## config.mk

```make
export PLATFORM = sky130hd
export DESIGN_NAME = hazard_ctrl_flat
export DESIGN_NICKNAME = d
export VERILOG_FILES = /design/src/rtl/hazard_ctrl_pkg.sv /design/src/rtl/hazard_ctrl_if.sv /design/src/rtl/hazard_detect.sv /design/src/rtl/hazard_ctrl.sv /design/src/flat_wrapper.sv
export SDC_FILE = /design/constraint.sdc
export NUM_CORES = 1
export LEC_CHECK = 0
export ABC_AREA = 1
export CAP_MARGIN = 20
export CORE_MARGIN = 2
export CORE_UTILIZATION = 37
export CTS_CLUSTER_SIZE = 30
export DETAILED_ROUTE_END_ITERATION = 16
export GPL_TIMING_DRIVEN = 0
export PLACE_DENSITY = 0.79
export SETUP_SLACK_MARGIN = 0.15
export SLEW_MARGIN = 20
export SYNTH_ARGS = -nofsm -noshare
export SYNTH_HDL_FRONTEND = slang
export SYNTH_SLANG_ARGS = --single-unit
```

## constraint.sdc

```tcl
create_clock -name CLK -period 1.2 [get_ports CLK]
set_input_delay 0.12 -clock CLK [delete_from_list [all_inputs] [get_ports CLK]]
set_output_delay 0.12 -clock CLK [all_outputs]
set_load 0.005 [all_outputs]
```

## src/rtl/hazard_ctrl_pkg.sv

```systemverilog
// Shared types and constants for the pipeline hazard controller and its helpers.
package hazard_ctrl_pkg;

    localparam int unsigned CNT_W      = 2;
    localparam int unsigned REG_ADDR_W = 5;
    localparam int unsigned STATS_W    = 32;

    typedef logic [1:0]       state_t;
    typedef logic [CNT_W-1:0] cnt_t;

    localparam state_t ST_RUN    = 2'd0;
    localparam state_t ST_LSTALL = 2'd1;
    localparam state_t ST_FLUSH  = 2'd2;
    localparam state_t ST_MWAIT  = 2'd3;

    localparam logic [REG_ADDR_W-1:0] REG_ZERO = 5'd0;

    // Counter value loaded when a multi-cycle stall/flush starts: cycles beyond the first, minus one.
    function automatic cnt_t reload_val(input int unsigned cycles);
        return (cycles > 1) ? cnt_t'(cycles - 2) : '0;
    endfunction

endpackage

```

## src/rtl/hazard_ctrl_if.sv

```systemverilog
// Pipeline-side signal bundle for the hazard controller: master is the pipeline, slave the controller.
interface hazard_ctrl_if;
    import hazard_ctrl_pkg::*;

    logic [REG_ADDR_W-1:0] Rreg_addr1;
    logic [REG_ADDR_W-1:0] Rreg_addr2;
    logic                  uses_rt;
    logic                  MemRead2_3;
    logic [REG_ADDR_W-1:0] Wreg_addr2_3;
    logic                  br_taken;
    logic                  JtoPC2_3;
    logic                  mem_busy;

    logic                  PCWrite;
    logic                  IF_ID_Write;
    logic                  IF_ID_Flush;
    logic                  ID_EX_Write;
    logic                  ID_EX_Bubble;
    logic                  EX_MEM_Write;

    modport master (
        output Rreg_addr1, Rreg_addr2, uses_rt, MemRead2_3, Wreg_addr2_3,
               br_taken, JtoPC2_3, mem_busy,
        input  PCWrite, IF_ID_Write, IF_ID_Flush, ID_EX_Write, ID_EX_Bubble, EX_MEM_Write
    );

    modport slave (
        input  Rreg_addr1, Rreg_addr2, uses_rt, MemRead2_3, Wreg_addr2_3,
               br_taken, JtoPC2_3, mem_busy,
        output PCWrite, IF_ID_Write, IF_ID_Flush, ID_EX_Write, ID_EX_Bubble, EX_MEM_Write
    );

endinterface

```

## src/rtl/hazard_detect.sv

```systemverilog
// Combinational load-use hazard compare between the EX-stage load and the ID-stage sources.
module hazard_detect
    import hazard_ctrl_pkg::*;
(
    input  logic                  i_mem_read,
    input  logic [REG_ADDR_W-1:0] i_wreg,
    input  logic [REG_ADDR_W-1:0] i_rs,
    input  logic [REG_ADDR_W-1:0] i_rt,
    input  logic                  i_uses_rt,
    output logic                  o_hazard
);

    // $0 is hardwired to zero, so a load targeting it never creates a dependency.
    assign o_hazard = i_mem_read && (i_wreg != REG_ZERO) &&
                      ((i_wreg == i_rs) || (i_uses_rt && (i_wreg == i_rt)));

endmodule

```

## src/rtl/hazard_ctrl.sv

```systemverilog
// Stall/flush controller for the 5-stage pipeline; state advances on the falling clock edge.
// Optional HAZARD_STATS_EN adds saturating stall/flush/freeze event counters.
module hazard_ctrl
    import hazard_ctrl_pkg::*;
#(
    parameter int unsigned LOAD_STALL_CYCLES = 1,
    parameter int unsigned FLUSH_CYCLES      = 1
) (
    input  logic               CLK,
    input  logic               RST,
    hazard_ctrl_if.slave       hz
`ifdef HAZARD_STATS_EN
    ,
    output logic [STATS_W-1:0] stall_cnt,
    output logic [STATS_W-1:0] flush_cnt,
    output logic [STATS_W-1:0] freeze_cnt
`endif
);

    if (LOAD_STALL_CYCLES < 1 || LOAD_STALL_CYCLES > 3) begin : g_bad_ls
        $error("LOAD_STALL_CYCLES must be within 1..3");
    end
    if (FLUSH_CYCLES < 1 || FLUSH_CYCLES > 3) begin : g_bad_fc
        $error("FLUSH_CYCLES must be within 1..3");
    end

    localparam cnt_t LS_RELOAD = reload_val(LOAD_STALL_CYCLES);
    localparam cnt_t FC_RELOAD = reload_val(FLUSH_CYCLES);

    state_t r_state, w_state_nx;
    state_t r_saved_state, w_saved_state_nx;
    cnt_t   r_cnt, w_cnt_nx;
    cnt_t   r_saved_cnt, w_saved_cnt_nx;

    logic w_load_use;
    logic w_flush_ev;
    logic w_stall_act;
    logic w_flush_acc;
    logic w_pc_write, w_ifid_write, w_ifid_flush, w_idex_write, w_idex_bubble, w_exmem_write;

    hazard_detect u_detect (
        .i_mem_read (hz.MemRead2_3),
        .i_wreg     (hz.Wreg_addr2_3),
        .i_rs       (hz.Rreg_addr1),
        .i_rt       (hz.Rreg_addr2),
        .i_uses_rt  (hz.uses_rt),
        .o_hazard   (w_load_use)
    );

    assign w_flush_ev = hz.br_taken | hz.JtoPC2_3;

    always_comb begin
        w_pc_write       = 1'b1;
        w_ifid_write     = 1'b1;
        w_ifid_flush     = 1'b0;
        w_idex_write     = 1'b1;
        w_idex_bubble    = 1'b0;
        w_exmem_write    = 1'b1;
        w_stall_act      = 1'b0;
        w_flush_acc      = 1'b0;
        w_state_nx       = r_state;
        w_cnt_nx         = r_cnt;
        w_saved_state_nx = r_saved_state;
        w_saved_cnt_nx   = r_saved_cnt;

        if (hz.mem_busy) begin
            w_pc_write    = 1'b0;
            w_ifid_write  = 1'b0;
            w_idex_write  = 1'b0;
            w_exmem_write = 1'b0;
            w_state_nx    = ST_MWAIT;
            if (r_state != ST_MWAIT) begin
                w_saved_state_nx = r_state;
                w_saved_cnt_nx   = r_cnt;
            end
        end else if (r_state == ST_LSTALL && !w_flush_ev) begin
            w_pc_write    = 1'b0;
            w_ifid_write  = 1'b0;
            w_idex_bubble = 1'b1;
            w_stall_act   = 1'b1;
            w_state_nx    = (r_cnt == '0) ? ST_RUN : ST_LSTALL;
            w_cnt_nx      = (r_cnt == '0) ? '0 : r_cnt - 1'b1;
        end else if (r_state == ST_FLUSH) begin
            w_ifid_flush = 1'b1;
            if (w_flush_ev) begin
                w_idex_bubble = 1'b1;
                w_flush_acc   = 1'b1;
                w_cnt_nx      = FC_RELOAD;
            end else begin
                w_state_nx = (r_cnt == '0) ? ST_RUN : ST_FLUSH;
                w_cnt_nx   = (r_cnt == '0) ? '0 : r_cnt - 1'b1;
            end
        end else begin
            // RUN, MWAIT exit, or a flush that kills an in-progress load-use stall.
            w_state_nx = ST_RUN;
            w_cnt_nx   = '0;
            if (w_flush_ev) begin
                w_ifid_flush  = 1'b1;
                w_idex_bubble = 1'b1;
                w_flush_acc   = 1'b1;
                if (FLUSH_CYCLES > 1) begin
                    w_state_nx = ST_FLUSH;
                    w_cnt_nx   = FC_RELOAD;
                end
            end else begin
                if (w_load_use) begin
                    w_pc_write    = 1'b0;
                    w_ifid_write  = 1'b0;
                    w_idex_bubble = 1'b1;
                    w_stall_act   = 1'b1;
                    if (LOAD_STALL_CYCLES > 1) begin
                        w_state_nx = ST_LSTALL;
                        w_cnt_nx   = LS_RELOAD;
                    end
                end
                if (r_state == ST_MWAIT && r_saved_state != ST_RUN) begin
                    w_state_nx = r_saved_state;
                    w_cnt_nx   = r_saved_cnt;
                end
            end
        end

        if (RST) begin
            w_pc_write    = 1'b0;
            w_ifid_write  = 1'b0;
            w_ifid_flush  = 1'b1;
            w_idex_write  = 1'b0;
            w_idex_bubble = 1'b1;
            w_exmem_write = 1'b0;
        end
    end

    always_ff @(negedge CLK or posedge RST) begin
        if (RST) begin
            r_state       <= ST_RUN;
            r_cnt         <= '0;
            r_saved_state <= ST_RUN;
            r_saved_cnt   <= '0;
        end else begin
            r_state       <= w_state_nx;
            r_cnt         <= w_cnt_nx;
            r_saved_state <= w_saved_state_nx;
            r_saved_cnt   <= w_saved_cnt_nx;
        end
    end

    assign hz.PCWrite      = w_pc_write;
    assign hz.IF_ID_Write  = w_ifid_write;
    assign hz.IF_ID_Flush  = w_ifid_flush;
    assign hz.ID_EX_Write  = w_idex_write;
    assign hz.ID_EX_Bubble = w_idex_bubble;
    assign hz.EX_MEM_Write = w_exmem_write;

`ifdef HAZARD_STATS_EN
    logic [STATS_W-1:0] r_stall_cnt, r_flush_cnt, r_freeze_cnt;

    always_ff @(negedge CLK or posedge RST) begin
        if (RST) begin
            r_stall_cnt  <= '0;
            r_flush_cnt  <= '0;
            r_freeze_cnt <= '0;
        end else begin
            if (w_stall_act && r_stall_cnt != '1) r_stall_cnt <= r_stall_cnt + 1'b1;
            if (w_flush_acc && r_flush_cnt != '1) r_flush_cnt <= r_flush_cnt + 1'b1;
            if (r_state == ST_MWAIT && r_freeze_cnt != '1) r_freeze_cnt <= r_freeze_cnt + 1'b1;
        end
    end

    assign stall_cnt  = r_stall_cnt;
    assign flush_cnt  = r_flush_cnt;
    assign freeze_cnt = r_freeze_cnt;
`endif

endmodule

```

## src/flat_wrapper.sv

```systemverilog
// flat-port wrapper written by rule: the top's interface ports become plain ports
module hazard_ctrl_flat import hazard_ctrl_pkg::*;
#(
    parameter int unsigned LOAD_STALL_CYCLES = 1,
    parameter int unsigned FLUSH_CYCLES      = 1
)
  (CLK, RST, hz_Rreg_addr1, hz_Rreg_addr2, hz_uses_rt, hz_MemRead2_3, hz_Wreg_addr2_3, hz_br_taken, hz_JtoPC2_3, hz_mem_busy, hz_PCWrite, hz_IF_ID_Write, hz_IF_ID_Flush, hz_ID_EX_Write, hz_ID_EX_Bubble, hz_EX_MEM_Write);
  hazard_ctrl_if hz_i ();
  input  logic CLK;
  input  logic RST;
  input wire logic [$bits(hz_i.Rreg_addr1)-1:0] hz_Rreg_addr1;
  input wire logic [$bits(hz_i.Rreg_addr2)-1:0] hz_Rreg_addr2;
  input wire logic [$bits(hz_i.uses_rt)-1:0] hz_uses_rt;
  input wire logic [$bits(hz_i.MemRead2_3)-1:0] hz_MemRead2_3;
  input wire logic [$bits(hz_i.Wreg_addr2_3)-1:0] hz_Wreg_addr2_3;
  input wire logic [$bits(hz_i.br_taken)-1:0] hz_br_taken;
  input wire logic [$bits(hz_i.JtoPC2_3)-1:0] hz_JtoPC2_3;
  input wire logic [$bits(hz_i.mem_busy)-1:0] hz_mem_busy;
  output wire logic [$bits(hz_i.PCWrite)-1:0] hz_PCWrite;
  output wire logic [$bits(hz_i.IF_ID_Write)-1:0] hz_IF_ID_Write;
  output wire logic [$bits(hz_i.IF_ID_Flush)-1:0] hz_IF_ID_Flush;
  output wire logic [$bits(hz_i.ID_EX_Write)-1:0] hz_ID_EX_Write;
  output wire logic [$bits(hz_i.ID_EX_Bubble)-1:0] hz_ID_EX_Bubble;
  output wire logic [$bits(hz_i.EX_MEM_Write)-1:0] hz_EX_MEM_Write;
  assign hz_i.Rreg_addr1 = hz_Rreg_addr1;
  assign hz_i.Rreg_addr2 = hz_Rreg_addr2;
  assign hz_i.uses_rt = hz_uses_rt;
  assign hz_i.MemRead2_3 = hz_MemRead2_3;
  assign hz_i.Wreg_addr2_3 = hz_Wreg_addr2_3;
  assign hz_i.br_taken = hz_br_taken;
  assign hz_i.JtoPC2_3 = hz_JtoPC2_3;
  assign hz_i.mem_busy = hz_mem_busy;
  assign hz_PCWrite = hz_i.PCWrite;
  assign hz_IF_ID_Write = hz_i.IF_ID_Write;
  assign hz_IF_ID_Flush = hz_i.IF_ID_Flush;
  assign hz_ID_EX_Write = hz_i.ID_EX_Write;
  assign hz_ID_EX_Bubble = hz_i.ID_EX_Bubble;
  assign hz_EX_MEM_Write = hz_i.EX_MEM_Write;
  hazard_ctrl #(.LOAD_STALL_CYCLES(LOAD_STALL_CYCLES), .FLUSH_CYCLES(FLUSH_CYCLES)) u_core (.CLK(CLK), .RST(RST), .hz(hz_i));
endmodule
```

==> impl_metrics.json <==
{
  "post-route-util": 0.751,
  "dp.final_hpwl_mm": 1.42,
  "synth_cell_types": 20,
  "powerDensity_mw_per_mm2": 755,
  "status": "finished, violations left",
  "vias": 936,
  "grt_use_total": 0.197,
  "drv_cap": 0,
  "syn_area_per_cell_sq_um": 5.86,
  "finalSetupViolations": 9,
  "violations": "negative setup slack",
  "synth_nets": 139,
  "rsz0062_at_grt": "true",
  "dpl_cell_area_sq_mm": 0.00100,
  "hp-class": "input port to asynchronous set/reset pin",
  "cts_buffers": 3,
  "diodes": 0,
  "final_cell_area_sq_mm": 0.00130,
  "max_slew_margin": 0.763,
  "synth_cells": 117,
  "critPathKind": "register to output port",
  "hold_buffers": 0,
  "drt-total-wl_mm": 2.38,
  "worstPathArrival_ns": 2.00,
  "clock-sinks": 8,
  "ys_seq_area_frac": 0.292,
  "h-tree-depth": 1,
  "rows": 15,
  "dp_cells": 169,
  "fin_nets": 194,
  "grt_overflow": 0,
  "tightest_slew_ns": 0.355,
  "ys_ff_latch": 8,
  "synthToLayoutAreaGrowth_pct": 89.2,
  "mostFrequentLayoutCells": "nand2_1 (36), buf_4 (18), clkdlybuf4s50_1 (17)",
  "firstDrtPassIters": 4,
  "crit_required_ns": 1.08,
  "place.gp.congestion": 0.806,
  "p_leak_nw": 0.711,
  "layout_commonest_cell": "nand2_1",
  "antenna_found_initial": 0,
  "slowest_delay_ns": 0.41,
  "critical_path.max_fanout": 3,
  "fin_cells": 195,
  "core_region_area_sq_mm": 0.00173,
  "syn_area_sq_um": 686,
  "crit_path_top_delay_cell": "dfrtn_1",
  "die_area_sq_mm": 0.00221,
  "critPathLaunchType": "register",
  "tritoncts": "built",
  "slew_viol_final": 0,
  "start_util": 0.397,
  "clk_pin_slew_ns": 0.05,
  "drive_gt1_frac": 0.424,
  "viasPerCell": 4.80,
  "drc_errors": 0,
  "grt_pass1_wl_mm": 3.13,
  "initialDrtViolationCount": 17,
  "wl_per_cell_um": 12.2,
  "ant_nets": 0,
  "die_h_um": 47.0,
  "ir_drop_v": 0.000646,
  "hold_violations": 0,
  "num_io_pins": 28,
  "cp-end-kind": "output port",
  "cts_buffer_depth": 2,
  "clkLatencyLatePin_ns": 0.28,
  "grt_start_max_net_pins": 11,
  "fp.dieW_um": 47.0,
  "clockRootBuffer": "clkbuf_4",
  "grt_pass1_vias": 833,
  "portBuffers": 27,
  "finalClockSkew_ns": 0.0113,
  "worst_slack_ns": -0.916,
  "crit_chain": "inv_1 -> nand2_2 -> inv_2 -> nor2_4 -> nand3_2 -> nand3_2 -> inv_2 -> buf_6 -> buf_6",
  "ys_warn_count": 0
}
==> worst max-delay path: cells and delay by family, from the launching register on <==
kind                   cells  cell delay (ns)
flip-flops                 1             0.41
buffers and inverters      5             0.35
AND/OR/NAND/NOR            4             0.34
==> area by class of cell <==
cell class	count	area, sq um
inverter	29	121
timing repair buffer	50	454
multi-input combinational	78	449
sequential	8	200
clock buffer	3	22.5
tap	25	31.3
buffer	2	18.8
fill	127	429
==> kinds of logic after synthesis <==
logic type,count (synthesis),synth area share
buf+inv,31,0.201
flops,8,0.292
xor+xnor,1,0.0128
simple gates,66,0.392
compound gates,11,0.102
==> stage by stage <==
step	power, mW	hold WS (ns)	setup WS (ns)	TNS [ns]
2_1_floorplan	0.484	0.281	-0.500	-1.59
3_3_place_gp	0.615	0.428	-0.980	-9.48
3_5_place_dp	0.626	0.439	-0.982	-9.63
4_1_cts	0.870	0.427	-0.866	-3.71
5_1_grt	1.04	0.451	-0.955	-4.99
6_report	0.979	0.406	-0.916	-4.70
==> layer usage <==
layer | GRT usage | share of wire | up-vias
li1 | - | - | 465
met1 | 0.210 | 0.42 | 431
met2 | 0.367 | 0.50 | 32
met3 | 0.0654 | 0.051 | 8
met4 | 0.0556 | 0.026 | 0
met5 | 0 | 0 | -
==> sequential cells by signal (all words and copies together), names as in the netlist <==
| name | flops |
|---|---|
| u_core.r_cnt | 2 |
| u_core.r_saved_cnt | 2 |
| u_core.r_saved_state | 2 |
| u_core.r_state | 2 |
==> worst paths after layout <==
kind                                  startpoint                       to  slack [ns]  cells after the start
setup / recovery               u_core.r_state[0]               hz_PCWrite       -0.92                      9
hold / removal                               RST  u_core.r_saved_state[0]        0.41                      2
setup reg to reg               u_core.r_state[0]          u_core.r_cnt[0]       -0.49                     13
hold reg to reg            u_core.r_saved_cnt[1]    u_core.r_saved_cnt[1]        0.43                      2
max in group asynchronous                    RST    u_core.r_saved_cnt[1]        0.49                      2
min in group CLK           u_core.r_saved_cnt[1]    u_core.r_saved_cnt[1]        0.43                      2
==> timing repair <==
action	in CTS	in global routing
endpoints found under the hold margin	0	0
resized for setup	44	26
pin swaps	9	5
setup buffers	12	11
setup endpoints to repair	14	12
==> cells in the mapped netlist <==
cell      count  area, sq um
nand2_2       1         6.26
o21ai_0       1         5.00
nand4_1       1         6.26
inv_1        17         63.8
o221ai_1      1         8.76
a21oi_1       1         5.00
nor2_2        2         12.5
o22ai_1       2         12.5
buf_4         2         15.0
o21ai_1       3         15.0
dfrtn_1       8          200
nor2_1       10         37.5
nand3_1       9         45.0
nand2_1      43          161
xnor2_1       1         8.76
o311ai_1      1         8.76
o211ai_1      2         15.0
clkinv_1      1         3.75
bufinv_8      1         17.5
inv_2        10         37.5
==> report_power, final <==
group	switching (mW)	internal, mW
Sequential	0.0249	0.307
Combinational	0.206	0.223
Clock	0.104	0.115
Note: power is estimated with default switching activity, not from simulation.
